[src/rtl/pattern_gen_stream_if.sv]
// Pixel stream interface for pattern_gen_stream.
// Valid/ready: a beat transfers on a clk edge where out_valid && out_ready; while
// out_valid is high and out_ready low, out_data, line_end and frame_end hold stable.
interface pattern_gen_stream_if #(
  parameter int DATA_W = 12
);
  logic              out_valid;
  logic              out_ready;
  logic [DATA_W-1:0] out_data;
  logic              line_end;
  logic              frame_end;

  modport master (output out_valid, out_data, line_end, frame_end, input out_ready);
  modport slave  (input out_valid, out_data, line_end, frame_end, output out_ready);
endinterface

[src/rtl/pattern_gen_stream.sv]
// Parametrised test-pattern generator driving a valid/ready pixel stream.
// Optional PRBS pattern on mode 5 when PATGEN_PRBS_EN is defined.
module pattern_gen_stream #(
  parameter int DATA_W          = 12,
  parameter int PIX_PER_LINE    = 4096,
  parameter int LINES_PER_FRAME = 32,
  parameter int STEP_W          = 2
) (
  input  logic                clk,
  input  logic                rst_n,
  input  logic                f_sync,
  input  logic                sync,
  input  logic [DATA_W-1:0]   const_val,
  input  logic [STEP_W-1:0]   x_step,
  input  logic [STEP_W-1:0]   y_step,
  input  logic [2:0]          mode,
  input  logic                gray_en,
  pattern_gen_stream_if.master st,
  output logic                busy,
  output logic [1:0]          state_dbg
);
  localparam int CW = (PIX_PER_LINE > 1) ? $clog2(PIX_PER_LINE) : 1;
  localparam int LW = (LINES_PER_FRAME > 1) ? $clog2(LINES_PER_FRAME) : 1;

  typedef enum logic [1:0] {IDLE = 2'd0, ARMED = 2'd1, LINE = 2'd2, GAP = 2'd3} state_t;
  state_t state;

  logic [CW-1:0]     col;
  logic [LW-1:0]     line_idx;
  logic [DATA_W-1:0] row_base, ramp_cur, cnt_cur;
  logic [2:0]        mode_l;
  logic              gray_l;
  logic [STEP_W-1:0] x_step_l, y_step_l;
  logic [DATA_W-1:0] const_l;

`ifdef PATGEN_PRBS_EN
  localparam logic [15:0] PRBS_SEED = 16'hACE1;
  logic [15:0] lfsr, sel_lfsr;

  // Fibonacci x^16+x^14+x^13+x^11+1, shifting right.
  function automatic logic [15:0] lfsr_step(input logic [15:0] l);
    return {l[0] ^ l[2] ^ l[3] ^ l[5], l[15:1]};
  endfunction
`endif

  logic              accept, start_line, last_col, last_line;
  logic [CW-1:0]     col_nxt;
  logic [2:0]        sel_mode;
  logic              sel_gray, sel_col0, sel_line0;
  logic [DATA_W-1:0] sel_const, sel_ramp, sel_cnt, pix, enc;

  assign accept     = st.out_valid && st.out_ready;
  assign start_line = sync && (f_sync || state == ARMED || state == GAP);
  assign last_col   = (col == CW'(PIX_PER_LINE - 1));
  assign last_line  = (line_idx == LW'(LINES_PER_FRAME - 1));
  assign col_nxt    = col + CW'(1);
  assign busy       = (state != IDLE);
  assign state_dbg  = state;

  // Generator inputs for the next beat: either the first pixel of a new line or the successor of the current one.
  always_comb begin
    sel_mode  = mode_l;
    sel_gray  = gray_l;
    sel_const = const_l;
    sel_col0  = col_nxt[0];
    sel_line0 = line_idx[0];
    sel_ramp  = ramp_cur + DATA_W'(x_step_l);
    sel_cnt   = cnt_cur + DATA_W'(1);
`ifdef PATGEN_PRBS_EN
    sel_lfsr  = lfsr_step(lfsr);
`endif
    if (start_line) begin
      sel_mode  = mode;
      sel_gray  = gray_en;
      sel_const = const_val;
      sel_col0  = 1'b0;
      sel_line0 = f_sync ? 1'b0 : line_idx[0];
      sel_ramp  = f_sync ? '0 : row_base;
      sel_cnt   = (f_sync || line_idx == '0) ? const_val : cnt_cur;
`ifdef PATGEN_PRBS_EN
      sel_lfsr  = f_sync ? PRBS_SEED : lfsr;
`endif
    end
  end

  always_comb begin
    pix = '0;
    case (sel_mode)
      3'd0:    pix = sel_ramp;
      3'd1:    pix = sel_const;
      3'd2:    pix = '1;
      3'd3:    pix = sel_cnt;
      3'd4:    pix = {DATA_W{sel_col0 ^ sel_line0}};
`ifdef PATGEN_PRBS_EN
      3'd5:    pix = sel_lfsr[DATA_W-1:0];
`endif
      default: pix = '0;
    endcase
    enc = sel_gray ? (pix ^ (pix >> 1)) : pix;
  end

  always_ff @(posedge clk or negedge rst_n) begin
    if (!rst_n) begin
      state        <= IDLE;
      st.out_valid <= 1'b0;
      st.out_data  <= '0;
      st.line_end  <= 1'b0;
      st.frame_end <= 1'b0;
      col          <= '0;
      line_idx     <= '0;
      row_base     <= '0;
      ramp_cur     <= '0;
      cnt_cur      <= '0;
      mode_l       <= '0;
      gray_l       <= 1'b0;
      x_step_l     <= '0;
      y_step_l     <= '0;
      const_l      <= '0;
`ifdef PATGEN_PRBS_EN
      lfsr         <= '0;
`endif
    end else begin
      if (f_sync) begin
        state        <= ARMED;
        st.out_valid <= 1'b0;
        st.line_end  <= 1'b0;
        st.frame_end <= 1'b0;
        col          <= '0;
        line_idx     <= '0;
        row_base     <= '0;
        cnt_cur      <= const_val;
`ifdef PATGEN_PRBS_EN
        lfsr         <= PRBS_SEED;
`endif
      end else if (state == LINE && accept) begin
        cnt_cur <= sel_cnt;
`ifdef PATGEN_PRBS_EN
        lfsr    <= sel_lfsr;
`endif
        if (last_col) begin
          st.out_valid <= 1'b0;
          st.line_end  <= 1'b0;
          st.frame_end <= 1'b0;
          col          <= '0;
          row_base     <= row_base + DATA_W'(y_step_l);
          if (last_line) begin
            state    <= IDLE;
            line_idx <= '0;
          end else begin
            state    <= GAP;
            line_idx <= line_idx + LW'(1);
          end
        end else begin
          col          <= col_nxt;
          ramp_cur     <= sel_ramp;
          st.out_data  <= enc;
          st.line_end  <= (col_nxt == CW'(PIX_PER_LINE - 1));
          st.frame_end <= (col_nxt == CW'(PIX_PER_LINE - 1)) && last_line;
        end
      end

      // Line start overrides the re-arm above when f_sync and sync coincide.
      if (start_line) begin
        state        <= LINE;
        st.out_valid <= 1'b1;
        st.out_data  <= enc;
        st.line_end  <= 1'b0;
        st.frame_end <= 1'b0;
        col          <= '0;
        mode_l       <= mode;
        gray_l       <= gray_en;
        x_step_l     <= x_step;
        y_step_l     <= y_step;
        const_l      <= const_val;
        ramp_cur     <= sel_ramp;
        cnt_cur      <= sel_cnt;
`ifdef PATGEN_PRBS_EN
        lfsr         <= sel_lfsr;
`endif
      end
    end
  end
endmodule
[src/flat_wrapper.sv]
// flat-port wrapper written by rule: the top's interface ports become plain ports
module pattern_gen_stream_flat 
#(
  parameter int DATA_W          = 12,
  parameter int PIX_PER_LINE    = 4096,
  parameter int LINES_PER_FRAME = 32,
  parameter int STEP_W          = 2
)
  (clk, rst_n, f_sync, sync, const_val, x_step, y_step, mode, gray_en, busy, state_dbg, st_out_valid, st_out_data, st_line_end, st_frame_end, st_out_ready);
  pattern_gen_stream_if #(.DATA_W(DATA_W)) st_i ();
  input  logic clk;
  input  logic rst_n;
  input  logic f_sync;
  input  logic sync;
  input  logic [DATA_W-1:0] const_val;
  input  logic [STEP_W-1:0] x_step;
  input  logic [STEP_W-1:0] y_step;
  input  logic [2:0] mode;
  input  logic gray_en;
  output logic busy;
  output logic [1:0] state_dbg;
  output wire logic [$bits(st_i.out_valid)-1:0] st_out_valid;
  output wire logic [$bits(st_i.out_data)-1:0] st_out_data;
  output wire logic [$bits(st_i.line_end)-1:0] st_line_end;
  output wire logic [$bits(st_i.frame_end)-1:0] st_frame_end;
  input wire logic [$bits(st_i.out_ready)-1:0] st_out_ready;
  assign st_out_valid = st_i.out_valid;
  assign st_out_data = st_i.out_data;
  assign st_line_end = st_i.line_end;
  assign st_frame_end = st_i.frame_end;
  assign st_i.out_ready = st_out_ready;
  pattern_gen_stream #(.DATA_W(DATA_W), .PIX_PER_LINE(PIX_PER_LINE), .LINES_PER_FRAME(LINES_PER_FRAME), .STEP_W(STEP_W)) u_core (.clk(clk), .rst_n(rst_n), .f_sync(f_sync), .sync(sync), .const_val(const_val), .x_step(x_step), .y_step(y_step), .mode(mode), .gray_en(gray_en), .st(st_i), .busy(busy), .state_dbg(state_dbg));
endmodule
[config.mk]
export PLATFORM = sky130hd
export DESIGN_NAME = pattern_gen_stream_flat
export DESIGN_NICKNAME = d
export VERILOG_FILES = /design/src/rtl/pattern_gen_stream_if.sv /design/src/rtl/pattern_gen_stream.sv /design/src/flat_wrapper.sv
export SDC_FILE = /design/constraint.sdc
export NUM_CORES = 1
export LEC_CHECK = 0
export ABC_CLOCK_PERIOD_IN_PS = 3850
export CORE_ASPECT_RATIO = 0.8
export CORE_MARGIN = 2
export CORE_UTILIZATION = 40
export DETAILED_ROUTE_END_ITERATION = 10
export PLACE_DENSITY = 0.55
export SETUP_SLACK_MARGIN = 0.5
export SLEW_MARGIN = 10
export SYNTH_ARGS = -nofsm -noshare
export SYNTH_HDL_FRONTEND = slang
export SYNTH_SLANG_ARGS = --single-unit
[constraint.sdc]
create_clock -name clk -period 3.85 [get_ports clk]
set_clock_uncertainty 0.1 [all_clocks]
set_input_delay 0.77 -clock clk [delete_from_list [all_inputs] [get_ports clk]]
set_output_delay 0.77 -clock clk [all_outputs]
set_load 0.1 [all_outputs]
Yosys cells after proc, flatten, opt, wreduce, memory -nomap -nowiden
Cells that the tools add are included.
Storage, ports and cells
  register bits: 90
  bits in latches: 0
  bits in writable memories: 0
  bits in read-only memories: 0
  input bits: 25
  output and inout port bits: 18
  word-level logic and storage cells: 103
  memories: 0
Operators by class
  $add $sub $neg: 5
  multipliers: 0
  divide/modulo/power cells: 0
  magnitude comparators: 0
  equality and inequality tests: 12
  shift operators: 0
  muxes and demuxes: 51
  bitwise gates (word level): 2
  reductions and logical operators: 18
Operators by type and width (number)
  two-way mux 12 bit: 24
  case mux 12 bit (5 select lines): 1
  adder 12 x 1 -> 12 bit, second input constant: 2
  adder 12 x 2 -> 12 bit: 2
  equality test 12 bit, second input constant: 2
  two-way mux 5 bit: 4
  two-way mux 1 bit: 16
  bitwise XOR 12 x 11 -> 12 bit: 1
  two-way mux 2 bit: 5
  nonzero test 2 bit: 4
  equality test 3 x 2 -> 1 bit, second input constant: 2
  nonzero test 3 bit: 2
  adder 5 x 1 -> 5 bit, second input constant: 1
  equality test 5 bit, second input constant: 1
  logical NOT 5 bit: 1
  equality test 2 bit, second input constant: 2
  logical AND 1 bit: 4
  inequality test 2 x 1 -> 1 bit, second input constant: 2
  AND reduction 2 bit: 2
  equality test 3 x 1 -> 1 bit, second input constant: 1
  equality test 3 bit, second input constant: 1
  logical NOT 3 bit: 1
  logical OR 1 bit: 3
  two-way mux 3 bit: 1
  3 further kinds: 3

Logic depth before layout (Yosys ltp)
Gate-level depths: netlist of the first run.
  word-level depth: 13
  depth in mapped cells: 11
  depth with buffers taken out: 10

Least setup slack after synthesis of the first run
OpenSTA, ideal clock, no wires.
  kind: register -> register
  start: reg u_core.state[0] (netlist: u_core.state_dbg[0])
  end: reg u_core.st.out_data[2]
  setup time: 137 ps
  data arrival time: 2696 ps
  data required time: 3613 ps
  setup slack: 917 ps
  cell stages (with the launch flop): 11
  path buffers: 3
  period minus slack after synthesis: 2933 ps
  cell sequence: dfrtp_1 > buf_2 > o21a_1 > buf_4 > buf_2 > o22ai_1 > a211oi_1 > nor2_1 > o31ai_1 > xor2_1 > a21oi_1
Between the ends
  word-level cells in the longest chain between the ends: 13
  elaborated cells between the ends (all ways): 31
  those cells by class: eq/ne: 9; mux: 13; bitwise: 2; reduce/logical: 7
RTL lines
  from (decl): line pattern_gen_stream.sv:26  | state_t state;
  from (signal assigned): line pattern_gen_stream.sv:104  | state <= IDLE;
  from (signal assigned): line pattern_gen_stream.sv:124  | state <= ARMED;
  from (signal assigned): line pattern_gen_stream.sv:147  | state <= IDLE;
  equality test 2 x 1 -> 1 bit: line pattern_gen_stream.sv:53  | assign start_line = sync && (f_sync || state == ARMED || state == GAP);
  logical OR 1 bit (2 in a row): line pattern_gen_stream.sv:53
  logical AND 1 bit: line pattern_gen_stream.sv:53
  two-way mux 3 bit or two-way mux 1 bit (tied branches)
  equality test 3 bit, or another cell as far along: line pattern_gen_stream.sv:88  | case (sel_mode)
  case mux 12 bit (5 select lines): line pattern_gen_stream.sv:88
  bitwise XOR 12 x 11 -> 12 bit: line pattern_gen_stream.sv:99  | enc = sel_gray ? (pix ^ (pix >> 1)) : pix;
  two-way mux 12 bit: line pattern_gen_stream.sv:99
  two-way mux 12 bit: line pattern_gen_stream.sv:140  | if (last_col) begin
  two-way mux 12 bit: line pattern_gen_stream.sv:135  | end else if (state == LINE && accept) begin
  two-way mux 12 bit: line pattern_gen_stream.sv:123  | if (f_sync) begin
  two-way mux 12 bit: line pattern_gen_stream.sv:163  | if (start_line) begin
  to (signal assigned): line pattern_gen_stream.sv:156  | st.out_data <= enc;
  to (signal assigned): line pattern_gen_stream.sv:166  | st.out_data <= enc;
  to (decl): line pattern_gen_stream_if.sv:13  | modport master (output out_valid, out_data, line_end, frame_end, input out_ready);
Parallel ways exist; a longest one is shown, timed or not. The select of a mux whose other input is x is not followed.
A chain may end at the register's enable or synchronous reset.

Final worst setup path of the first run
  start: in f_sync
  end: reg u_core.st.out_data[9]
Between the ends
  word-level cells in the longest chain between the ends: 12
  elaborated cells between the ends (all ways): 31
  those cells by class: eq/ne: 6; mux: 16; bitwise: 2; reduce/logical: 7
RTL lines
  from (decl): line flat_wrapper.sv:13  | input logic f_sync;
  logical OR 1 bit (2 in a row): line pattern_gen_stream.sv:53
  logical AND 1 bit: line pattern_gen_stream.sv:53
  two-way mux 3 bit or two-way mux 1 bit (tied branches)
  equality test 3 bit, or another cell as far along: line pattern_gen_stream.sv:88
  case mux 12 bit (5 select lines): line pattern_gen_stream.sv:88
  bitwise XOR 12 x 11 -> 12 bit: line pattern_gen_stream.sv:99
  two-way mux 12 bit: line pattern_gen_stream.sv:99
  two-way mux 12 bit: line pattern_gen_stream.sv:140
  two-way mux 12 bit: line pattern_gen_stream.sv:135
  two-way mux 12 bit: line pattern_gen_stream.sv:123
  two-way mux 12 bit: line pattern_gen_stream.sv:163
Parallel ways exist; a longest one is shown, timed or not. The select of a mux whose other input is x is not followed.

==> flow_summary.yaml, run 1 <==
run_status:
  status: "finished, final reports clean"
routing:
  routed_wl_um: 17400
  ant_nets: 0
  drt_iter0_drc: 501
  drc: 0
  vias: 5303
  wire_per_inst_um: 19.0
  drt_pre_antenna_iters: 6
  vias_per_cell: 5.80
logic_synthesis:
  synth-simple-area-share_pct: 25.4
  avgSynthCellArea_um2: 8.32
  synth_compound_area_share_pct: 21.0
  synth-edff-count: 0
  synth_top_area_share_pct: 39.3
  ys_seq_elements: 90
  ys_seq_area_share_pct: 39.3
  synth_flop_cell: "dfrtp_1"
  synth_xor_area_share_pct: 4.90
  synth_top_family_by_area: "simple AND/OR/NAND/NOR gates"
  synthAdderAreaFrac_pct: 2.89
  synth.area.mux_share_pct: 2.89
  ys_types: 69
  async_flop_share_pct: 100
  yosys.area.top_type: "dfrtp_1"
  ys_warn_count: 0
  syn_nets: 725
  syn_area_um2: 5720
  synth_area_leaders: "dfrtp_1, nand2_1, a21oi_1"
  synthCells: 688
place:
  portBuffers: 42
  post-dp-hpwl_um: 12900
  place.gp.congestion: 0.928
  dp_slack_ps: 221
  dp_cells: 899
sta:
  finalSetupTns_ps: 0
  rsz0062_at_grt: "true"
  setup_viol: 0
  relSlewSlack_pct: 34.7
  min_period_ps: 3240
  fin_crit_sh_pct: 84.0
  hold_viol_final: 0
  layout_setup_ws_ps: 614
  clock.fmax_mhz: 309
  drv_slew: 0
  tightest_slew_ps: 976
cts:
  cts_sinks: 90
  path_clk_slew_ps: 70
  htreeDepth: 3
  clock_latency_ps: 360
  clock-root-buffer: "clkbuf_16"
  cts_made_buffers: 9
  cts_tree: "built"
  clk_path_buf_depth: 2
  postCtsSetupBuffers: 0
worst_setup_path:
  critPathMaxStageDelay_ps: 570
  crit_required_ps: 3960
  cp_slowest_cell: "clkdlybuf4s50_1"
  critPathKind: "in2reg"
  cp_data_arrival_time_ps: 3350
  path_cells: "clkdlybuf4s50_1, buf_4, and3b_1, nand2_1, a21boi_0, o31a_1, o41a_1, xor2_1, o21ai_1"
  end_kind: "flip-flop"
  path_max_fanout: 33
  cp-start-kind: "input port"
pwr:
  internal_power_mw: 1.95
  sw_frac_of_total_pct: 40.6
  p_comb_share_pct: 35.1
  pwr-share-clk_pct: 28.1
  p_per_area_nw_per_um2: 491
  switchingPower_mw: 1.34
  seqPwrFrac_pct: 36.8
  ir_drop_v: 0.000660
  p_leak_nw: 2.79
floorplanning:
  die_h_um: 111
  pin_count: 43
  die_x_um: 138
  num_rows: 39
  die-area_um2: 15300
  core_area_um2: 14200
  start_util_pct: 40.5
global_routing:
  overflow: 0
  grt_pass1_vias: 5108
  grt_max_degree: 57
  track_usage_pct: 23.7
  grt_pass1_wl_um: 27800
  antenna_found_initial: 0
final_layout:
  n_antenna_cell: 0
  final_cell_mix: "nand2_1, dfrtp_1, a21oi_1, nor2_1, o21ai_0"
  nets: 763
  fin_util_pct: 47.4
  num-fill-cells: 1379
  layout-drive-gt1-share_pct: 7.39
  final_common_cell: "nand2_1"
  instances_no_fill: 915
  area_delta_synth_final_pct: 17.1
worst_hold_path:
  min_path_type: "in2async"
job:
  drv_cap: 0
[cells by family (layout without fill, tap and decap cells)]
| family | Yosys count | in the layout |
|---|---|---|
| AND/OR/NAND/NOR | 297 | 297 |
| AO/OA/AOI/OAI | 192 | 192 |
| flip-flops | 90 | 90 |
| buffers and inverters | 49 | 92 |
| XOR/XNOR | 32 | 32 |
| multiplexers | 16 | 16 |
| adder cells (fa/ha/maj) | 12 | 12 |
[worst max-delay path: cells and delay by family]
family          cells  cell delay [ps]
simple gates        2              480
compound gates      4             1000
buf+inv             2              960
xor+xnor            1              140
[cells in the mapped netlist (11+ instances only)]
cell / count
nand3_1: 23
xor2_1: 22
inv_1: 15
or3_1: 11
nor3_1: 15
buf_2: 11
a21oi_1: 61
dfrtp_1: 90
o21ai_0: 53
mux2i_1: 12
clkbuf_1: 18
nor2_1: 54
a31oi_1: 13
nand2_1: 117
[cell type report]
class                      count  area (µm²)  area share (%)
multi-input combinational    549        3280            48.9
sequential                    90        2250            33.6
timing repair buffer          61         581            8.66
clock buffer                  11         243            3.62
tap                          184         230            3.43
clock inverter                 5        63.8           0.952
inverter                      15        56.3           0.840
[per-stage QoR]
stage	power [mW]	hold WS (ps)	instance area, µm²
floorplan	2.02	337	5720
global placement	2.37	353	6390
detailed placement	2.38	360	6390
CTS	3.32	375	6690
global route	3.46	395	6700
finish	3.29	370	6700
[power groups by stage]
stage	Clock, mW	Sequential [mW]	Combinational [mW]
6_report	0.924	1.21	1.16
5_1_grt	0.997	1.23	1.24
4_1_cts	0.954	1.21	1.16
3_5_place_dp	0	1.22	1.15
3_3_place_gp	0	1.22	1.15
2_1_floorplan	0	1.54	0.485
[flip-flops by register name, summed over array words and instances, names as in the netlist, 3 cells and up]
signal / cells
u_core.ramp_cur: 12
u_core.col: 12
u_core.st.out_data: 12
u_core.const_l: 12
u_core.row_base: 12
u_core.line_idx: 5
u_core.cnt_cur: 12
u_core.mode_l: 3
[metal layers]
metal	routed length (µm)	GRT usage [%]
met1	8330	34.4
met2	7820	36.3
met3	961	5.17
met4	240	4.90
met5	0	0
[worst paths after layout]
| kind | start | endpoint | slack [ps] | cells after the start |
|---|---|---|---|---|
| setup / recovery | f_sync | u_core.st.out_data[9] | 610 | 9 |
| setup reg to reg | u_core.line_idx[0] | u_core.st.out_data[0] | 890 | 10 |
| hold / removal | rst_n | u_core.cnt_cur[7] | 370 | 1 |
| max in group asynchronous | rst_n | u_core.ramp_cur[5] | 2460 | 2 |
| min in group clk | u_core.st.frame_end | u_core.st.frame_end | 370 | 2 |
| hold reg to reg | u_core.st.frame_end | u_core.st.frame_end | 370 | 2 |
[repair_timing]
action                                  in CTS  in global routing
endpoints found under the hold margin        0                  0
gates resized for setup                      0                  3
hold buffers                                 0                  0
endpoints found under the setup margin       0                  9
Power figures use the tool's default switching activity.
==> inputs of run 2 (changes only) <==
--- a/config.mk
+++ b/config.mk
@@ -5,7 +5,7 @@
 export SDC_FILE = /design/constraint.sdc
 export NUM_CORES = 1
 export LEC_CHECK = 0
-export ABC_CLOCK_PERIOD_IN_PS = 3850
+export ABC_CLOCK_PERIOD_IN_PS = 3140
 export CORE_ASPECT_RATIO = 0.8
 export CORE_MARGIN = 2
 export CORE_UTILIZATION = 40
==> constraint.sdc (replaced) <==
create_clock -name clk -period 3.14 [get_ports clk]
set_clock_uncertainty 0.1 [all_clocks]
set_input_delay 0.628 -clock clk [delete_from_list [all_inputs] [get_ports clk]]
set_output_delay 0.628 -clock clk [all_outputs]
set_load 0.1 [all_outputs]
==> run 2 against run 1 <==
Final area is 11% higher. Global-route usage is 1.7 points higher. Via count is 6.1% higher. Die area stayed put. Cell count is 7.9% higher. Worst hold slack worse by 250 ps. Largest power group is now combinational cells.
==> flow_summary.yaml, run 2 (synthesis results as in run 1) <==
sta:
  relSlewSlack_pct: 63.6
  fin_crit_sh_pct: 84.5
  layout_setup_ws_ps: 486
  rsz0062_at_grt: "true"
  drv_slew: 0
  tightest_slew_ps: 541
  min_period_ps: 2650
  setup_viol: 0
  hold_viol_final: 0
  clock.fmax_mhz: 377
cts:
  hold_buffers: 0
  clock-root-buffer: "clkbuf_16"
  clk_path_buf_depth: 2
  cts_tree: "built"
  clock_latency_ps: 350
  cts_made_buffers: 9
  htreeDepth: 3
  cts_sinks: 90
  path_clk_slew_ps: 70
routing:
  routed_wl_um: 18400
  wire_per_inst_um: 18.6
  drc: 0
  drt_iter0_drc: 491
  vias: 5627
  dr.max_layer_used: "met4"
  ant_nets: 0
  wl_met2_um: 8570
  wl_met1_um: 8490
  wl_met3_um: 950
  drt_pre_antenna_iters: 7
  vias_per_cell: 5.70
place:
  placed_area_um2: 6770
  post-dp-hpwl_um: 13500
  dp_slack_ps: -167
  dp_cells: 950
  place.gp.congestion: 0.939
  portBuffers: 42
worst_setup_path:
  ff2ff_path_depth: 10
  critPathKind: "reg2reg"
  r2r_start: "u_core.line_idx[0]"
  cp-start-kind: "flip-flop"
  cp-startpoint: "u_core.line_idx[0]"
  path_max_fanout: 3
  reg2reg_setup_slack_ps: 490
  worstReg2RegEnd: "u_core.st.out_data[10]"
  cp_data_arrival_time_ps: 2780
  crit_required_ps: 3270
  end_kind: "flip-flop"
global_routing:
  overflow: 0
  grt_pass1_wl_um: 29800
  grt_pass1_vias: 5509
  grt_max_degree: 38
  antenna_found_initial: 0
  track_usage_pct: 25.3
final_layout:
  instances_no_fill: 987
  area_delta_synth_final_pct: 30.4
  n_antenna_cell: 0
  final_cell_mix: "nand2_1, buf_4, dfrtp_1, a21oi_1, nor2_1"
  layout-drive-gt1-share_pct: 23.3
  final_common_cell: "nand2_1"
  nets: 835
  postLayoutCellArea_um2: 7460
pwr:
  p_leak_nw: 3.23
  ir_drop_v: 0.000543
  p_per_area_nw_per_um2: 569
floorplanning:
  core_area_um2: 14200
  die-area_um2: 15300
  num_rows: 39
  pin_count: 43
  die_h_um: 111
  die_x_um: 138
  start_util_pct: 40.5
job:
  drv_cap: 0
run_status:
  status: "finished, final reports clean"
worst_hold_path:
  min_path_type: "in2async"
==> run 2: routing by layer <==
layer	vias up	global-route usage (%)
met5	-	0
met2	183	39.7
li1	2695	-
met1	2721	36.0
met3	28	4.57
met4	0	6.73
==> run 2: critical path: stages (launching register included) <==
cell	delay [ps]
dfrtp_2	410
inv_2	70
ha_4	120
or4b_4	510
a21oi_4	170
buf_4	120
a21oi_1	50
and3_1	240
o41a_1	450
xor2_1	190
a21oi_1	90
==> run 2: metrics by stage <==
stage / total power, mW / hold slack [ps] / util [%] / TNS (ps)
final: 4.25 / 122 / 52.7 / 0
after global placement: 2.98 / 352 / 47.8 / -892
after floorplan: 2.48 / 232 / - / 0
after detailed placement: 3.00 / 357 / 47.8 / -885
after global routing: 4.47 / 149 / 52.7 / 0
after CTS: 4.21 / 134 / 51.0 / 0
==> run 2: how the worst max path moves through the flow <==
stage | depth (start not counted) | to | slack, ps
CTS | 10 | u_core.st.out_data[10] | 360
global placement | 9 | u_core.st.out_data[6] | -160
detailed placement | 9 | u_core.st.out_data[10] | -170
finish | 10 | u_core.st.out_data[10] | 490
floorplan | 10 | u_core.st.out_data[2] | 500
global route | 7 | u_core.st.out_data[10] | 380
==> run 2: power by group <==
group	total, mW	leakage (nW)	internal (mW)	switching, mW
Sequential	1.49	1.14	1.32	0.171
Combinational	1.59	1.94	0.550	1.04
Clock	1.17	0.146	0.697	0.472
==> run 2: what timing repair did <==
| item | in CTS | in global routing |
|---|---|---|
| setup endpoints to repair | 20 | 22 |
| pin swaps | 10 | 10 |
| gates resized for setup | 27 | 37 |
| buffers inserted | 5 | 16 |
==> run 2: final cells by class <==
cell class	instances	area [µm²]
clock buffer	11	233
clock inverter	5	80.1
fill	1348	6690
inverter	15	56.3
multi-input combinational	549	3490
sequential	90	2260
tap	184	230
timing repair buffer	133	1120
